[config.mk]
export PLATFORM = sky130hd
export DESIGN_NAME = nms_stage_flat
export DESIGN_NICKNAME = d
export VERILOG_FILES = /design/src/rtl/nms_stage_if.sv /design/src/rtl/nms_stage.sv /design/src/flat_wrapper.sv
export SDC_FILE = /design/constraint.sdc
export NUM_CORES = 1
export LEC_CHECK = 0
export ABC_CLOCK_PERIOD_IN_PS = 4300
export CORE_MARGIN = 1
export CORE_UTILIZATION = 40
export DETAILED_ROUTE_END_ITERATION = 6
export GPL_ROUTABILITY_DRIVEN = 0
export PLACE_DENSITY_LB_ADDON = 0.15
export SYNTH_ARGS = -nofsm -noshare
export SYNTH_HDL_FRONTEND = slang
export SYNTH_SLANG_ARGS = --single-unit
[constraint.sdc]
create_clock -name clk -period 4.3 [get_ports clk]
set_clock_uncertainty 0.1 [all_clocks]
set_input_delay 0.86 -clock clk [delete_from_list [all_inputs] [get_ports clk]]
set_output_delay 0.86 -clock clk [all_outputs]
set_load 0.02 [all_outputs]
[src/rtl/nms_stage_if.sv]
// AXI-stream style handshake bundle shared by the NMS stage input and output.
interface nms_stage_if #(
    parameter int DW = 8
);
    logic [DW-1:0] tdata;
    logic          tvalid;
    logic          tready;
    logic          tlast;

    modport master (output tdata, tvalid, tlast, input tready);
    modport slave  (input tdata, tvalid, tlast, output tready);
endinterface

[src/rtl/nms_stage.sv]
// Canny non-maximum suppression: keeps a pixel only if its magnitude is a local
// maximum along its quantised gradient direction, else emits 0.
module nms_stage #(
    parameter int IMG_WIDTH  = 128,
    parameter int IMG_HEIGHT = 128
) (
    input  logic         clk,
    input  logic         resetn,
    nms_stage_if.slave   s_axis,
    nms_stage_if.master  m_axis
);
    localparam int CW = $clog2(IMG_WIDTH);
    localparam int RW = $clog2(IMG_HEIGHT + 2);

    localparam logic [1:0] FILL  = 2'd0;
    localparam logic [1:0] RUN   = 2'd1;
    localparam logic [1:0] FLUSH = 2'd2;

    typedef logic [14:0] px_t;

    logic [1:0]    state;
    logic [CW-1:0] in_c;
    logic [RW-1:0] in_r;

    px_t lb0 [IMG_WIDTH];
    px_t lb1 [IMG_WIDTH];
    // Two registered columns of the 3x3 window; the third (right) column is the live one.
    px_t win [3][2];
    px_t col_new [3];
    px_t in_px;
    px_t ctr;

    logic          step, emit, wrap_c;
    logic [CW-1:0] oc;
    logic [RW-1:0] orow;
    logic          top_ok, bot_ok, lft_ok, rgt_ok;
    logic [11:0]   mag, na, nb;
    logic [7:0]    out_px;
    logic          unused_tlast;

    assign unused_tlast = s_axis.tlast;

    assign s_axis.tready = (state != FLUSH) && (!m_axis.tvalid || m_axis.tready);
    assign step   = (state == FLUSH) ? (!m_axis.tvalid || m_axis.tready)
                                     : (s_axis.tvalid && s_axis.tready);
    assign emit   = step && (state != FILL);
    assign wrap_c = (in_c == CW'(IMG_WIDTH - 1));
    assign in_px  = (state == FLUSH) ? '0 : s_axis.tdata;

    assign col_new[0] = lb1[in_c];
    assign col_new[1] = lb0[in_c];
    assign col_new[2] = in_px;

    // The step at input position (i,j) centres the window on (i-1,j-1), wrapping to
    // column W-1 of row i-2 when j==0; the wrapped right column is always masked.
    assign oc   = (in_c == '0) ? CW'(IMG_WIDTH - 1) : in_c - CW'(1);
    assign orow = (in_c == '0) ? in_r - RW'(2) : in_r - RW'(1);

    assign top_ok = (orow != '0);
    assign bot_ok = (orow != RW'(IMG_HEIGHT - 1));
    assign lft_ok = (oc != '0);
    assign rgt_ok = (oc != CW'(IMG_WIDTH - 1));

    assign ctr = win[1][1];
    assign mag = ctr[11:0];

    function automatic logic [11:0] nmag(input px_t p, input logic ok);
        return ok ? p[11:0] : 12'd0;
    endfunction

    always_comb begin
        na = '0;
        nb = '0;
        case (ctr[14:12])
            3'd0, 3'd4: begin
                na = nmag(win[1][0], lft_ok);
                nb = nmag(col_new[1], rgt_ok);
            end
            3'd2, 3'd6: begin
                na = nmag(win[0][1], top_ok);
                nb = nmag(win[2][1], bot_ok);
            end
            3'd1, 3'd5: begin
                na = nmag(win[0][0], top_ok && lft_ok);
                nb = nmag(col_new[2], bot_ok && rgt_ok);
            end
            default: begin
                na = nmag(col_new[0], top_ok && rgt_ok);
                nb = nmag(win[2][0], bot_ok && lft_ok);
            end
        endcase
    end

    always_comb begin
        out_px = '0;
        if (mag >= na && mag >= nb)
            out_px = (|mag[11:8]) ? 8'hFF : mag[7:0];
    end

    // Row buffers are never cleared: out-of-frame taps are masked instead.
    always_ff @(posedge clk) begin
        if (step) begin
            lb0[in_c] <= in_px;
            lb1[in_c] <= lb0[in_c];
        end
    end

    always_ff @(posedge clk or negedge resetn) begin
        if (!resetn) begin
            state         <= FILL;
            in_c          <= '0;
            in_r          <= '0;
            win           <= '{default: '0};
            m_axis.tdata  <= '0;
            m_axis.tvalid <= 1'b0;
            m_axis.tlast  <= 1'b0;
        end else begin
            if (emit) begin
                m_axis.tdata  <= out_px;
                m_axis.tlast  <= (orow == RW'(IMG_HEIGHT - 1)) && (oc == CW'(IMG_WIDTH - 1));
                m_axis.tvalid <= 1'b1;
            end else if (m_axis.tready) begin
                m_axis.tvalid <= 1'b0;
            end

            if (step) begin
                for (int i = 0; i < 3; i++) begin
                    win[i][0] <= win[i][1];
                    win[i][1] <= col_new[i];
                end
                if (state == FLUSH && in_r == RW'(IMG_HEIGHT + 1)) begin
                    state <= FILL;
                    in_c  <= '0;
                    in_r  <= '0;
                end else begin
                    in_c <= wrap_c ? '0 : in_c + CW'(1);
                    if (wrap_c)
                        in_r <= in_r + RW'(1);
                    if (state == FILL && in_r == RW'(1))
                        state <= RUN;
                    if (state == RUN && in_r == RW'(IMG_HEIGHT - 1) && wrap_c)
                        state <= FLUSH;
                end
            end
        end
    end
endmodule

[src/flat_wrapper.sv]
// flat-port wrapper written by rule: the top's interface ports become plain ports
module nms_stage_flat 
#(
    parameter int IMG_WIDTH  = 128,
    parameter int IMG_HEIGHT = 128
)
  (clk, resetn, s_axis_tdata, s_axis_tvalid, s_axis_tlast, s_axis_tready, m_axis_tdata, m_axis_tvalid, m_axis_tlast, m_axis_tready);
  nms_stage_if s_axis_i ();
  nms_stage_if m_axis_i ();
  input  logic clk;
  input  logic resetn;
  input wire logic [$bits(s_axis_i.tdata)-1:0] s_axis_tdata;
  input wire logic [$bits(s_axis_i.tvalid)-1:0] s_axis_tvalid;
  input wire logic [$bits(s_axis_i.tlast)-1:0] s_axis_tlast;
  output wire logic [$bits(s_axis_i.tready)-1:0] s_axis_tready;
  output wire logic [$bits(m_axis_i.tdata)-1:0] m_axis_tdata;
  output wire logic [$bits(m_axis_i.tvalid)-1:0] m_axis_tvalid;
  output wire logic [$bits(m_axis_i.tlast)-1:0] m_axis_tlast;
  input wire logic [$bits(m_axis_i.tready)-1:0] m_axis_tready;
  assign s_axis_i.tdata = s_axis_tdata;
  assign s_axis_i.tvalid = s_axis_tvalid;
  assign s_axis_i.tlast = s_axis_tlast;
  assign s_axis_tready = s_axis_i.tready;
  assign m_axis_tdata = m_axis_i.tdata;
  assign m_axis_tvalid = m_axis_i.tvalid;
  assign m_axis_tlast = m_axis_i.tlast;
  assign m_axis_i.tready = m_axis_tready;
  nms_stage #(.IMG_WIDTH(IMG_WIDTH), .IMG_HEIGHT(IMG_HEIGHT)) u_core (.clk(clk), .resetn(resetn), .s_axis(s_axis_i), .m_axis(m_axis_i));
endmodule
==> results of run 1 <==
==> cells in the final DEF, fill, tap and decap left out, drive strengths merged, types with 2 or more instances in the layout <==
cell,count
and3,4
bufinv,15
buf,249
o22ai,256
nand3,22
clkinv,44
nor4b,2
o21a,7
xnor2,7
or2,11
ha,26
nor3,13
inv,20
clkdlybuf4s50,21
and2,12
mux2i,516
nand2,64
nor4,9
dfrtp,43
clkbuf,142
edfxtp,1024
a21oi,7
a41oi,32
nor2,133
nand4,6
a21o,8
clkinvlp,3
o41ai,10
o21ai,158
a31oi,2
nand2b,8
nor2b,8
a211oi,3
xor2,5
==> state kept, by name, indices dropped and copies added, names as in the netlist <==
signal	cells
u_core.ctr	8
u_core.in_c	7
u_core.in_r	8
u_core.lb0	1024
u_core.m_axis.tdata	8
u_core.m_axis.tlast	1
u_core.m_axis.tvalid	1
u_core.state	2
u_core.win	8
==> power by group <==
group          internal (W)  switching (W)
Combinational       0.00399        0.00615
Sequential           0.0119       0.000224
Clock               0.00568        0.00394
==> logic make-up after synthesis <==
kind of cell | Yosys count | synth area share [%]
simple gates | 296 | 3.164
fa+ha+maj | 26 | 0.7631
compound gates | 487 | 7.008
mux | 516 | 12.12
xor+xnor | 12 | 0.2465
flops | 1067 | 74.65
buf+inv | 177 | 2.051
==> synthesized netlist by cell type (7+ instances only) <==
cell type	n	area share, %
a21o_1	8	0.14
nor4_1	8	0.12
a21oi_1	7	0.082
nand2_1	64	0.56
edfxtp_1	1024	72
buf_4	17	0.30
nand2b_1	8	0.12
o21a_1	7	0.12
a41oi_1	32	0.66
o21ai_0	150	1.8
ha_1	26	0.76
o22ai_1	256	3.8
clkbuf_1	47	0.41
nor2b_1	8	0.12
and2_1	11	0.16
o41ai_1	10	0.21
nor2_1	133	1.2
dfrtp_1	43	2.5
mux2i_1	516	12
inv_1	15	0.13
nand3_1	21	0.25
buf_2	81	0.95
xnor2_1	7	0.14
or2_1	8	0.12
o21ai_1	8	0.094
nor3_1	12	0.14
buf_1	10	0.088
==> stage by stage <==
| step | hold slack (ns) | setup TNS (ns) |
|---|---|---|
| floorplan | 0.3418 | 0 |
| global placement | 0.3561 | -0.9436 |
| detailed placement | 0.3675 | -0.8021 |
| CTS | 0.2427 | 0 |
| global route | 0.3181 | -0.3999 |
| finish | 0.2642 | 0 |
==> final cells by class <==
cell class	count	area share [%]
Sequential cell	1067	63.80
Multi-Input combinational cell	1337	20.07
Clock buffer	141	5.836
Timing Repair Buffer	271	5.196
Tap cell	1391	3.488
Clock inverter	66	1.487
Inverter	16	0.1204
Antenna cell	1	0.005016
==> metal layers <==
layer  up-vias  part of all wire (%)
li1      10680                     -
met1     11850                    44
met2       649                    48
met3       154                   5.4
met4         0                   2.8
met5         -                     0
==> final timing paths <==
| kind | cells after the start | start | to |
|---|---|---|---|
| worst max-delay path | 17 | u_core.in_c[0] | u_core.m_axis.tdata[2] |
| worst min-delay path | 1 | resetn | u_core.in_c[4] |
| worst max register to register | 17 | u_core.in_c[0] | u_core.m_axis.tdata[2] |
| worst min register to register | 2 | u_core.m_axis.tdata[0] | u_core.m_axis.tdata[0] |
| max in group asynchronous | 1 | resetn | u_core.in_c[0] |
| min in group clk | 2 | u_core.m_axis.tdata[0] | u_core.m_axis.tdata[0] |
==> timing repair <==
action                     CTS  global route
pin swaps                    0             2
gates cloned                 0             1
gates resized for setup      1            12
setup endpoints to repair    8             8
setup buffers                1             0
==> results.py, run 1 <==
metrics = {
    "detailed_routing": {
        "finalWirelength_um": 107600,
        "post_drt_wl_per_cell_um": 25.09,
        "dr.pass1.iters": 5,
        "drt_iter0_drc": 1777,
        "vias": 23340,
        "ant_nets": 0,
        "drc_errors": 0,
        "via_per_inst": 5.440,
    },
    "placed_design": {
        "place_ws_ns": -0.1172,
        "portBuffers": 22,
        "hpwl_um": 67460,
        "dpl-instance-area_um2": 46160,
        "dp_cells": 4080,
    },
    "clock_tree": {
        "cts_root_buf": "clkbuf_16",
        "hold_buffers": 0,
        "clockBufferDepth": 3,
        "clk_pin_slew_ns": 0.07,
        "clk_latency_ns": 0.70,
        "cts_tree": "built",
        "cts-buffers-inserted": 111,
        "cts_sinks": 1067,
        "cts_max_level": 3,
    },
    "worst_setup_path": {
        "reg2reg_slack_ns": 0.08,
        "cp_common_cell": "buf_12",
        "cp_slowest_cell": "dfrtp_4",
        "path_buf_inv": 4,
        "required_ns": 4.75,
        "start_kind": "register",
        "crit_type": "reg2reg",
        "cpPeakStageDelay_ns": 0.47,
        "cp_top_family": "compound AO/OA/AOI/OAI gates",
        "path_cells": "buf_12, buf_12, buf_12, mux2i_1, o22ai_1, o21ai_0, a41oi_1, nor4_4, buf_4, nor2_1, ha_1, nand2b_1, a21o_1, a21o_1, a21oi_1, o21a_2, o41ai_1",
        "arrival_ns": 4.67,
        "crit_fanout": 19,
        "worstSetupEndpointType": "register",
    },
    "synthesis": {
        "yosysWarnings": 0,
        "yosysSeqAreaShare_pct": 74.65,
        "syn-num-nets": 2620,
        "ys_types": 50,
        "yosys_register_bits": 1067,
        "avgSynthCellArea_um2": 16.52,
        "async_reset_ff_share_pct": 4.030,
        "synth-main-ff-cell": "edfxtp_1",
        "synth_edf_count": 1024,
        "synth_cells": 2581,
        "synth_area_um2": 42630,
    },
    "sta": {
        "tightest_slew_ns": 1.058,
        "max_freq_ghz": 0.2368,
        "final-setup-viol-count": 0,
        "slew_violations": 0,
        "min_period_over_period_pct": 98.19,
        "period_needed_ns": 4.222,
        "relSlewSlack_pct": 29.48,
        "layout_setup_ws_ns": 0.07784,
        "hold_viol_final": 0,
    },
    "die": {
        "core_um2": 105400,
        "start_util_pct": 40.44,
        "die_area_um2": 107900,
        "ioPinCount": 24,
        "rows": 119,
        "die_w_um": 328.5,
        "die_h_um": 328.5,
    },
    "final_layout": {
        "multiInputGateArea_um2": 10010,
        "n_fill_cell": 8969,
        "stdcell_area_um2": 49890,
        "regArea_um2": 31830,
        "area_growth_pct": 17.03,
        "final_nets": 2843,
        "post-route-util_pct": 47.33,
        "final_cell_count_no_fill": 4290,
        "drive_above_1_share_pct": 14.80,
    },
    "grt": {
        "top_usage_layer": "met2",
        "grt_util_met2_pct": 32.41,
        "grt_use_met3_pct": 2.907,
        "grt_overflow_total": 0,
        "grt_max_degree": 129,
        "grt_pass1_vias": 23680,
        "grt_use_total_pct": 19.90,
        "grt_pass1_wl_um": 157400,
        "antenna_found_initial": 2,
        "use_met1_pct": 27.42,
    },
    "power_and_ir_drop": {
        "vdd_drop_max_v": 0.0003906,
        "p_leak_nw": 17.23,
        "power_w": 0.03191,
        "p_per_area_nw_per_um2": 639.7,
    },
    "flow_run": {
        "maxCapViolCount": 0,
    },
    "worst_hold_path": {
        "hold_path.class": "in2async",
    },
    "run_status": {
        "status": "completed",
    },
}
Note: power is estimated with default switching activity, not from simulation.
==> run 2: changes to the inputs <==
SLEW_MARGIN = 20   (was default)
==> run 2 against run 1 <==
Effect of this change: hold slack lost 0.19 ns; sequential power is essentially flat; fmax is essentially flat; non-clock buffer count is the same; cell count is the same; largest power group unchanged; sequential cell count is the same.
==> results.py, run 2 (synthesized netlist as in run 1, its figures left out) <==
metrics = {
    "worst_hold_path": {
        "hold_path.class": "in2async",
    },
    "sta": {
        "final-setup-viol-count": 0,
        "tightest_slew_ns": 0.8357,
        "min_period_over_period_pct": 98.27,
        "relSlewSlack_pct": 44.28,
        "fin_setup_tns_ns": 0,
        "period_needed_ns": 4.226,
        "layout_setup_ws_ns": 0.07446,
        "whs_ns": 0.07615,
        "hold_viol_final": 0,
        "slew_violations": 0,
        "max_freq_ghz": 0.2367,
    },
    "detailed_routing": {
        "ant_nets": 0,
        "dr.pass1.iters": 7,
        "finalWirelength_um": 107600,
        "drc_errors": 0,
        "via_per_inst": 5.440,
        "post_drt_wl_per_cell_um": 25.08,
        "drt_iter0_drc": 1777,
        "vias": 23340,
    },
    "grt": {
        "use_met1_pct": 27.42,
        "grt_overflow_total": 0,
        "grt_util_met2_pct": 32.41,
        "antenna_found_initial": 2,
        "grt_pass1_vias": 23680,
        "grt_pass1_wl_um": 157400,
        "grt_use_total_pct": 19.90,
        "grt_use_met3_pct": 2.907,
        "grt_max_degree": 129,
        "top_usage_layer": "met2",
    },
    "worst_setup_path": {
        "required_ns": 4.75,
        "path_buf_inv": 4,
        "reg2reg_slack_ns": 0.07,
        "crit_fanout": 19,
        "crit_type": "reg2reg",
        "reg2reg_to": "u_core.m_axis.tdata[2]",
        "regToRegStartpoint": "u_core.in_c[0]",
        "path_cells": "buf_12, buf_12, buf_12, mux2i_1, o22ai_1, o21ai_0, a41oi_1, nor4_4, buf_4, nor2_1, ha_1, nand2b_1, a21o_1, a21o_1, a21oi_1, o21a_2, o41ai_1",
        "worstSetupEndpointType": "register",
        "cp_slowest_cell": "dfrtp_4",
        "arrival_ns": 4.67,
        "cp_common_cell": "buf_12",
        "cpPeakStageDelay_ns": 0.47,
        "cp_top_family": "compound AO/OA/AOI/OAI gates",
        "start_kind": "register",
        "worstRegToRegCells": 17,
    },
    "power_and_ir_drop": {
        "p_leak_nw": 17.24,
        "p_per_area_nw_per_um2": 639.6,
        "vdd_drop_max_v": 0.0003906,
    },
    "clock_tree": {
        "clockBufferDepth": 3,
        "cts_root_buf": "clkbuf_16",
        "hold_buffers": 0,
        "cts_tree": "built",
        "clk_pin_slew_ns": 0.07,
        "cts-buffers-inserted": 111,
        "cts_max_level": 3,
        "clk_latency_ns": 0.70,
        "cts_sinks": 1067,
    },
    "die": {
        "start_util_pct": 40.44,
        "die_area_um2": 107900,
        "rows": 119,
        "core_um2": 105400,
        "ioPinCount": 24,
        "die_h_um": 328.5,
        "die_w_um": 328.5,
    },
    "placed_design": {
        "dpl-instance-area_um2": 46160,
        "place_ws_ns": -0.1172,
        "portBuffers": 22,
        "hpwl_um": 67460,
    },
    "final_layout": {
        "final_common_cell": "edfxtp_1",
        "final_nets": 2843,
        "area_growth_pct": 17.03,
        "layout_common_cells": "1024 x edfxtp_1, 516 x mux2i_1, 256 x o22ai_1",
        "drive_above_1_share_pct": 14.80,
        "post-route-util_pct": 47.33,
        "largest-register": "u_core.lb0",
        "largest_reg_flops": 1024,
        "stdcell_area_um2": 49890,
    },
    "run_status": {
        "status": "completed",
    },
    "flow_run": {
        "maxCapViolCount": 0,
    },
}
[run 2: report_power, final]
group,switching [W],internal [W]
combinational,0.00615,0.00399
clock,0.00394,0.00568
sequential,0.000223,0.0119
[run 2: worst max path at each step]
stage	from	endpoint	depth (start not counted)
detailed placement	u_core.in_c[0]	u_core.m_axis.tdata[2]	16
floorplan	u_core.in_c[0]	u_core.m_axis.tdata[0]	16
global route	u_core.in_c[0]	u_core.m_axis.tdata[0]	16
CTS	u_core.in_c[0]	u_core.m_axis.tdata[2]	17
global placement	u_core.in_c[0]	u_core.m_axis.tdata[6]	16
finish	u_core.in_c[0]	u_core.m_axis.tdata[2]	17
[run 2: timing repair]
item                                    in CTS  in global routing
setup buffers                                1                  0
endpoints found under the setup margin       8                  8
gates resized for setup                      1                 12
gates cloned                                 0                  1
pin swaps                                    0                  2
[run 2: metal layers]
metal	part of all wire [%]	vias to the layer above
li1	-	10680
met1	44	11860
met2	48	642
met3	5.4	154
met4	2.8	0
met5	0	-
[run 2: layout make-up]
type / count / area (um2)
inverter: 16 / 60.06
timing repair buffer: 271 / 2595
clock inverter: 66 / 742.0
antenna: 1 / 2.502
clock buffer: 141 / 2912
sequential: 1067 / 31830
multi-input combinational: 1337 / 10010
fill: 8969 / 55520
tap: 1391 / 1740
[run 2: through the flow]
stage	total power, W	std cells
after CTS	0.03207	4288
after global routing	0.03315	4289
final	0.03191	4290
after floorplan	0.01830	2581
after detailed placement	0.02243	4080
after global placement	0.02235	4080
==> run 3: changes to the inputs <==
DONT_BUFFER_PORTS = 1   (was default)
GPL_TIMING_DRIVEN = 0   (was default)
SLEW_MARGIN = default   (was 20)
==> run 3 against run 2 <==
Effect of this change: the flow now finishes with violations (setup timing); first-iteration DRC count grew 100%; core utilization is 0.73 points lower; worst setup slack lost 0.26 ns; die area did not move; power up 8.3%; register-to-register slack worse by 0.26 ns; count of clock-buffer cells in the layout is 4 lower; non-clock buffer count fell by 78.
==> results.py, run 3 (synthesized netlist as in run 1, its figures left out) <==
metrics = {
    "clock_tree": {
        "cts-buffers-inserted": 111,
        "cts_max_level": 3,
        "clk_latency_ns": 0.70,
        "cts_sinks": 1067,
        "clockBufferDepth": 3,
        "cts_root_buf": "clkbuf_16",
        "cts_tree": "built",
        "clk_pin_slew_ns": 0.06,
    },
    "run_status": {
        "status": "complete, but fails checks",
        "violations": "setup timing",
    },
    "final_layout": {
        "final_nets": 2765,
        "largest_reg_flops": 1024,
        "drive_above_1_share_pct": 14.76,
        "n_fill_cell": 9004,
        "area_growth_pct": 15.23,
        "final_common_cell": "edfxtp_1",
        "largest-register": "u_core.lb0",
        "final_cell_count_no_fill": 4207,
        "layout_common_cells": "1024 x edfxtp_1, 513 x mux2i_1, 255 x o22ai_1",
    },
    "sta": {
        "tightest_slew_ns": 1.403,
        "min_period_over_period_pct": 104.3,
        "period_needed_ns": 4.483,
        "rsz0062_at_grt": "yes",
        "hold_viol_final": 0,
        "relSlewSlack_pct": 5.715,
        "slew_violations": 0,
        "max_freq_ghz": 0.2231,
        "layout_setup_ws_ns": -0.1833,
        "final-setup-viol-count": 79,
    },
    "worst_setup_path": {
        "crit_fanout": 10,
        "startpoint": "u_core.state[1]",
        "arrival_ns": 4.69,
        "cp_common_cell": "clkbuf_1",
        "crit_type": "reg2reg",
        "worstSetupEndpointType": "register",
        "start_kind": "register",
        "path_cells": "nor2b_1, o21a_1, clkbuf_1, clkbuf_1, nand3_1, nor2_1",
        "required_ns": 4.50,
        "cp_slowest_cell": "nor2_1",
        "regToRegStartpoint": "u_core.state[1]",
        "cpPeakStageDelay_ns": 1.07,
    },
    "power_and_ir_drop": {
        "vdd_drop_max_v": 0.0005708,
        "p_per_area_nw_per_um2": 703.5,
        "p_leak_nw": 16.62,
    },
    "flow_run": {
        "maxCapViolCount": 0,
    },
    "detailed_routing": {
        "dr.pass1.iters": 6,
        "ant_nets": 0,
        "drc_errors": 0,
        "finalWirelength_um": 147800,
        "drt_iter0_drc": 3628,
        "post_drt_wl_per_cell_um": 35.13,
        "via_per_inst": 6.085,
        "vias": 25600,
    },
    "die": {
        "start_util_pct": 40.44,
        "rows": 119,
        "die_h_um": 328.5,
        "die_area_um2": 107900,
        "die_w_um": 328.5,
        "ioPinCount": 24,
        "core_um2": 105400,
    },
    "worst_hold_path": {
        "min_from": "m_axis_tready",
        "hold_path.class": "in2reg",
    },
    "grt": {
        "grt_pass1_wl_um": 199100,
        "grt_overflow_total": 0,
        "grt_use_total_pct": 27.15,
        "grt_pass1_vias": 24660,
        "grt_max_degree": 85,
        "antenna_found_initial": 6,
    },
    "placed_design": {
        "hpwl_um": 95590,
        "portBuffers": 0,
        "dp_cells": 3984,
        "place_ws_ns": -1.848,
    },
}
[run 3: per-stage QoR]
stage	area (um2)	TNS, ns	total power (W)	util (%)	hold WS, ns
6_report	49120	-6.920	0.03456	46.60	0.3485
5_1_grt	49110	-3.458	0.03505	46.59	0.3739
4_1_cts	48550	-0.5068	0.03357	46.06	0.3168
3_5_place_dp	44670	-60.21	0.02398	42.38	0.3788
3_3_place_gp	44370	-1399.32	0.02385	42.09	0.3602
2_1_floorplan	42630	0	0.01830	-	0.3418
[run 3: path summary, 6_finish.rpt]
check / endpoint / slack (ns) / cells after the start
worst max-delay path: u_core.lb0[10][3] / -0.18 / 6
worst min-delay path: u_core.m_axis.tvalid / 0.35 / 2
worst max register to register: u_core.lb0[10][3] / -0.18 / 6
worst min register to register: u_core.win[45] / 0.39 / 2
max in group asynchronous: u_core.ctr[0] / 3.32 / 2
min in group asynchronous: u_core.in_r[6] / 0.57 / 2
[run 3: area by class of cell]
class                   count  area [um2]  share of cell area [%]
repair buffers             33       464.2                  0.9450
flip-flops and latches   1067       31830                   64.79
inverters                  16       63.81                  0.1299
clock buffers             137        2875                   5.853
diodes                      5       12.51                 0.02547
plain buffers             160        1222                   2.488
multi-input cells        1337       10420                   21.21
clock inverters            61       500.5                   1.019
well taps                1391        1740                   3.543
[run 3: per-layer routing]
layer	share of wire, %	up-vias	GRT usage [%]
met4	4.7	2	12.16
met5	0.0088	-	0
met2	45	1457	41.76
li1	-	10550	-
met1	39	13270	35.01
met3	11	326	8.792
[run 3: repair_timing]
item,CTS,global route
setup buffers,4,14
setup endpoints to repair,119,72
endpoints found under the hold margin,43,0
hold buffers,2,0
gates resized for setup,185,136
pin swaps,5,12
[run 3: worst max-delay path: cells and delay by family, from the launching register on]
kind / cells / cell delay (ns)
AOI/OAI and AO/OA: 1 / 0.17
DFF: 1 / 0.40
buffers and inverters: 2 / 1.04
and+or+nand+nor: 3 / 2.35
[run 3: power by group]
part / leakage [nW] / internal, W / switching, W / total, W
Combinational: 5.12 / 0.00395 / 0.00930 / 0.0133
Clock: 1.66 / 0.00519 / 0.00398 / 0.00917
Sequential: 9.85 / 0.0119 / 0.000209 / 0.0121
